`src/rtl/axi_lite_read_master_pkg.sv`:
```
// Shared types and constants for the AXI4-Lite read master and its load-extend datapath.
// Optional build macro used by the top: AXI_RD_ALIGN_CHECK_EN.
package axi_lite_read_master_pkg;

  typedef enum logic [1:0] {
    IDLE = 2'd0,
    ADDR = 2'd1,
    DATA = 2'd2,
    RESP = 2'd3
  } state_t;

  localparam logic [1:0] SZ_B = 2'd0;
  localparam logic [1:0] SZ_H = 2'd1;
  localparam logic [1:0] SZ_W = 2'd2;

  localparam logic [1:0] OKAY   = 2'd0;
  localparam logic [1:0] SLVERR = 2'd2;
  localparam logic [1:0] DECERR = 2'd3;

  // Size code 3 is handled like a word everywhere, so it shares the word rule here.
  function automatic logic is_misaligned(input logic [1:0] size, input logic [1:0] offset);
    logic result;
    case (size)
      SZ_B:    result = 1'b0;
      SZ_H:    result = offset[0];
      default: result = (offset != 2'b00);
    endcase
    return result;
  endfunction

endpackage

```
`src/rtl/load_extend.sv`:
```
// Combinational load shaper: aligns the selected byte lanes to bit 0 and zero/sign-extends them.
// Kept standalone so the store path can mirror it.
module load_extend
  import axi_lite_read_master_pkg::*;
(
  input  logic [31:0] rdata,
  input  logic [1:0]  offset,
  input  logic [1:0]  size,
  input  logic        is_signed,
  output logic [31:0] result
);

  logic [31:0] shifted;

  // Lanes shifted past lane 3 fill with zeros before extension.
  always_comb begin
    shifted = rdata >> {offset, 3'b000};
    case (size)
      SZ_B:    result = {{24{is_signed & shifted[7]}}, shifted[7:0]};
      SZ_H:    result = {{16{is_signed & shifted[15]}}, shifted[15:0]};
      default: result = shifted;
    endcase
  end

endmodule

```
`src/rtl/axi_lite_read_master.sv`:
```
// Single-outstanding AXI4-Lite read master turning core load requests into one AR/R exchange.
// Define AXI_RD_ALIGN_CHECK_EN to reject misaligned loads locally without bus traffic.
module axi_lite_read_master
  import axi_lite_read_master_pkg::*;
#(
  parameter int ADDR_W = 32,
  parameter int DATA_W = 32
) (
  input  logic              i_clock,
  input  logic              i_reset,
  input  logic              i_req_valid,
  output logic              o_req_ready,
  input  logic [ADDR_W-1:0] i_req_addr,
  input  logic [1:0]        i_req_size,
  input  logic              i_req_signed,
  output logic              o_rsp_valid,
  input  logic              i_rsp_ready,
  output logic [DATA_W-1:0] o_rsp_data,
  output logic              o_rsp_err,
  output logic [ADDR_W-1:0] o_axi_araddr,
  output logic              o_axi_arvalid,
  input  logic              i_axi_arready,
  input  logic [DATA_W-1:0] i_axi_rdata,
  input  logic              i_axi_rvalid,
  input  logic [1:0]        i_axi_rresp,
  output logic              o_axi_rready
);

  state_t      state;
  state_t      state_next;
  logic [1:0]  lat_offset;
  logic [1:0]  lat_size;
  logic        lat_signed;
  logic        req_accept;
  logic        req_misaligned;
  logic [31:0] extended;

  load_extend u_load_extend (
    .rdata     (i_axi_rdata),
    .offset    (lat_offset),
    .size      (lat_size),
    .is_signed (lat_signed),
    .result    (extended)
  );

  always_ff @(posedge i_clock) begin
    if (i_reset) begin
      state <= IDLE;
    end else begin
      state <= state_next;
    end
  end

  // Handshake outputs are pure state decodes, so no input reaches an output combinationally.
  always_comb begin
    state_next     = state;
    o_req_ready    = 1'b0;
    o_axi_arvalid  = 1'b0;
    o_axi_rready   = 1'b0;
    o_rsp_valid    = 1'b0;
    req_accept     = 1'b0;
`ifdef AXI_RD_ALIGN_CHECK_EN
    req_misaligned = is_misaligned(i_req_size, i_req_addr[1:0]);
`else
    req_misaligned = 1'b0;
`endif
    case (state)
      IDLE: begin
        o_req_ready = 1'b1;
        if (i_req_valid) begin
          req_accept = 1'b1;
          state_next = req_misaligned ? RESP : ADDR;
        end
      end
      ADDR: begin
        o_axi_arvalid = 1'b1;
        if (i_axi_arready) state_next = DATA;
      end
      DATA: begin
        o_axi_rready = 1'b1;
        if (i_axi_rvalid) state_next = RESP;
      end
      RESP: begin
        o_rsp_valid = 1'b1;
        if (i_rsp_ready) state_next = IDLE;
      end
      default: state_next = IDLE;
    endcase
  end

  // Request fields are captured only on acceptance; response fields only on the R beat
  // (or on a local alignment rejection) and then held through RESP.
  always_ff @(posedge i_clock) begin
    if (i_reset) begin
      o_axi_araddr <= '0;
      o_rsp_data   <= '0;
      o_rsp_err    <= 1'b0;
      lat_offset   <= 2'b00;
      lat_size     <= SZ_B;
      lat_signed   <= 1'b0;
    end else begin
      if (req_accept) begin
        o_axi_araddr <= {i_req_addr[ADDR_W-1:2], 2'b00};
        lat_offset   <= i_req_addr[1:0];
        lat_size     <= i_req_size;
        lat_signed   <= i_req_signed;
        if (req_misaligned) begin
          o_rsp_data <= '0;
          o_rsp_err  <= 1'b1;
        end
      end
      if (state == DATA && i_axi_rvalid) begin
        o_rsp_err  <= (i_axi_rresp != OKAY);
        o_rsp_data <= (i_axi_rresp != OKAY) ? '0 : extended;
      end
    end
  end

endmodule

```
`config.mk`:
```
export PLATFORM = sky130hd
export DESIGN_NAME = axi_lite_read_master
export DESIGN_NICKNAME = d
export VERILOG_FILES = /design/src/rtl/axi_lite_read_master_pkg.sv /design/src/rtl/load_extend.sv /design/src/rtl/axi_lite_read_master.sv
export SDC_FILE = /design/constraint.sdc
export NUM_CORES = 1
export LEC_CHECK = 0
export BUFFER_PORTS_ARGS = -buffer_cell sky130_fd_sc_hd__buf_2
export CAP_MARGIN = 20
export CORE_AREA = 5 5 137 87
export CTS_CLUSTER_SIZE = 12
export DETAILED_ROUTE_END_ITERATION = 10
export DIE_AREA = 0 0 142 92
export PLACE_DENSITY = 0.59
export SKIP_CTS_REPAIR_TIMING = 1
export SYNTH_ARGS = -nofsm -noshare
export SYNTH_HDL_FRONTEND = slang
export SYNTH_SLANG_ARGS = --single-unit
```
`constraint.sdc`:
```
create_clock -name i_clock -period 2.8 [get_ports i_clock]
set_clock_uncertainty 0.2 [all_clocks]
set_input_delay 0.56 -clock i_clock [delete_from_list [all_inputs] [get_ports i_clock]]
set_output_delay 0.56 -clock i_clock [all_outputs]
set_load 0.01 [all_outputs]
```
==> results_dict.tcl <==
set metrics [dict create \
    utilization 0.409 \
    area_growth_pct 38.2 \
    clock_path_buffers 2 \
    max_stage_delay_ns 0.59 \
    ant_nets 0 \
    avgSynthCellArea_sq_um 9.11 \
    pin_count 144 \
    avgViaCountPerCell 4.89 \
    vias 3024 \
    drt-initial-drc-count 156 \
    crit_top_cell "and4bb_1" \
    hold_viol_final 0 \
    syn_inst 337 \
    grt_pass1_vias 3045 \
    core_area_sq_um 10400 \
    ff_latch_area_sq_um 1400 \
    start_util 0.296 \
    rrSetupSlack_ns 0.41 \
    powerDensity_nw_per_um2 802 \
    r2r_start "state[0]$_SDFFE_PP0P_" \
    worstSetupEndpoint "o_rsp_data[18]$_SDFFE_PP0P_" \
    slew_viol_final 0 \
    grt-ovfl-total 0 \
    p_leak_nw 1.92 \
    worstPathRequired_ns 2.85 \
    portBuffers 141 \
    clkSlewWorstSetupHoldPaths_ns 0.06 \
    synth_area_sq_um 3070 \
    n_fill_cell 1094 \
    finalNetCount 553 \
    cts.sinks 70 \
    whs_ns 0.250 \
    critPathArrivalTime_ns 2.44 \
    drv_cap 0 \
    power_mw 3.41 \
    tightest_slew_ns 0.684 \
    worst-path-stages 6 \
    crit_fanout 12 \
    top_layer "met4" \
    worstHoldPathType "reg -> reg" \
    cpMaxStageDelayCell "and4bb_1" \
    holdCritStartpoint "o_axi_araddr[31]$_SDFFE_PP0P_" \
    dr_wl_met2_microns 4510 \
    diodes 0 \
    clk_latency_ns 0.33 \
    cts_tree "built" \
    grt_util_all_layers 0.156 \
    drive_gt1_frac 0.384 \
    grt_antenna_before_repair 0 \
    dr_wl_met3_microns 943 \
    drc 0 \
    grt_max_degree 24 \
    maxSlewHeadroom 0.542 \
    crit_chain "inv_1, ha_1, and4bb_1, and4bb_1, o211ai_1, o21ai_1" \
    numCtsBuffers 9 \
    worst_slack_ns 0.414 \
    cp-start-kind "flop" \
    r2r_end "o_rsp_data[18]$_SDFFE_PP0P_" \
    multi_input_area_sq_um 1540 \
    wirelength_microns 10300 \
    ys_seq_area_frac 0.456 \
    gp_congestion 0.789 \
    yosys_warnings 0 \
    critical_path_class "reg -> reg" \
    max_freq_mhz 419 \
    avgRoutedWirePerCell_microns 16.6 \
    row_count 29 \
    die_area_sq_um 13100 \
    synth_cell_types 37 \
    grt_pass1_wl_microns 16200 \
    ff2ff_path_depth 6 \
    irDropWorstVdd_mv 0.366 \
    tns_ns 0 \
    period_share 0.852 \
    grt_setup_unrepaired "no" \
    status "completed" \
    h-tree-depth 3 \
    clockRootBuffer "clkbuf_16" \
    finalSetupViolations 0 \
    pre_cts_slack_ns 0.480 \
    fp.dieW_microns 142 \
    die_h_microns 92 \
    path_buf_inv 1 \
    cp_top_family "simple AND/OR/NAND/NOR gates" \
    critPathCaptureType "flop" \
    startpoint "state[0]$_SDFFE_PP0P_" \
    synth_seq_cells 70 \
    dr.pass1.iters 4 \
    met1_length_microns 4690 \
    dp_hpwl_microns 7900 \
    finalCriticalPeriod_ns 2.39 \
]
kinds of logic (layout without fill, tap and decap cells):
group / after synthesis / after routing / synth area share
other: 1 / 2 / 0.00122
adder cells (fa/ha/maj): 4 / 4 / 0.0163
flip-flops: 70 / 70 / 0.456
multiplexers: 20 / 20 / 0.102
AO/OA/AOI/OAI: 106 / 106 / 0.228
AND/OR/NAND/NOR: 104 / 104 / 0.152
buffers and inverters: 32 / 173 / 0.0440
per-stage QoR:
| stage | cell area, sq um | cells |
|---|---|---|
| 3_3_place_gp | 3930 | 602 |
| 2_1_floorplan | 3080 | 338 |
| 6_report | 4250 | 618 |
| 3_5_place_dp | 3930 | 602 |
| 4_1_cts | 4250 | 618 |
| 5_1_grt | 4250 | 618 |
final cells by class:
cell class / count / share of cell area
multi-input combinational: 236 / 0.363
sequential: 70 / 0.330
timing repair buffer: 151 / 0.187
clock buffer: 10 / 0.0539
tap: 139 / 0.0410
clock inverter: 6 / 0.0203
inverter: 6 / 0.00531
power breakdown:
group / switching, mW / total, mW / internal [mW]
Sequential: 0.0822 / 1.20 / 1.12
Combinational: 0.593 / 1.00 / 0.410
Clock: 0.425 / 1.20 / 0.778
how the worst min path moves through the flow:
stage               slack (ns)                       endpoint  cells past startpoint
CTS                       0.25  o_axi_araddr[31]$_SDFFE_PP0P_                      2
finish                    0.25  o_axi_araddr[31]$_SDFFE_PP0P_                      2
global route              0.26   o_axi_araddr[3]$_SDFFE_PP0P_                      3
global placement          0.24  o_axi_araddr[19]$_SDFFE_PP0P_                      2
floorplan                 0.25        lat_signed$_SDFFE_PP0P_                      2
detailed placement        0.25  o_axi_araddr[31]$_SDFFE_PP0P_                      2
sequential cells by signal, summed over array words and instances, names as in the netlist:
name          count
o_rsp_data       32
o_axi_araddr     30
lat_offset        2
lat_size          2
state             2
lat_signed        1
o_rsp_err         1
layout by cell type (no fill, tap or decap), drive strengths merged:
cell / n
nor3b: 1
a211oi: 8
nand3b: 1
clkinvlp: 1
o211a: 1
o21a: 1
clkinv: 3
and3b: 1
a21oi: 44
clkbuf: 10
o21ai: 10
a22oi: 16
nand2: 72
bufinv: 2
conb: 2
buf: 151
a32oi: 1
inv: 6
nor2: 12
mux2: 8
and2: 1
nand3: 1
mux4: 8
a2111oi: 1
nor2b: 11
o31ai: 7
a211o: 1
dfxtp: 70
mux2i: 4
and3: 1
nor3: 1
and4bb: 2
ha: 4
a22o: 8
a221o: 7
o211ai: 1
worst reg2reg max path, cell delays in order (launching register included):
cell      delay (ns)
dfxtp_1         0.34
inv_1           0.09
ha_1            0.29
and4bb_1        0.59
and4bb_1        0.32
o211ai_1        0.30
o21ai_1         0.18
cells in the mapped netlist:
master,instances,area [sq um]
nand2_1,72,270
dfxtp_1,70,1400
a21oi_1,44,220
clkbuf_1,17,63.8
a22oi_1,16,120
nor2_1,12,45.0
nor2b_1,11,68.8
o21ai_1,10,50.1
a211oi_1,8,60.1
a22o_1,8,70.1
mux4_2,8,180
a221o_1,7,70.1
o31ai_1,7,52.6
buf_2,6,30.0
inv_1,6,22.5
mux2_2,6,67.6
ha_1,4,50.1
mux2i_1,4,40.0
and4bb_1,2,25.0
buf_4,2,15.0
a2111oi_2,1,15.0
a211o_1,1,8.76
a32oi_1,1,8.76
and2_1,1,6.26
and3_1,1,6.26
and3b_1,1,8.76
buf_1,1,3.75
conb_1,1,3.75
mux2_1,1,11.3
mux2_4,1,15.0
nand3_1,1,5.00
nand3b_1,1,7.51
nor3_1,1,5.00
nor3b_4,1,18.8
o211a_2,1,10.0
o211ai_1,1,7.51
o21a_1,1,7.51
layer usage:
metal,global-route usage,vias to the layer above
met4,0.0455,0
li1,-,1476
met3,0.0473,9
met1,0.218,1422
met5,0,-
met2,0.233,117
No activity file was read; power rests on OpenSTA's default activity.
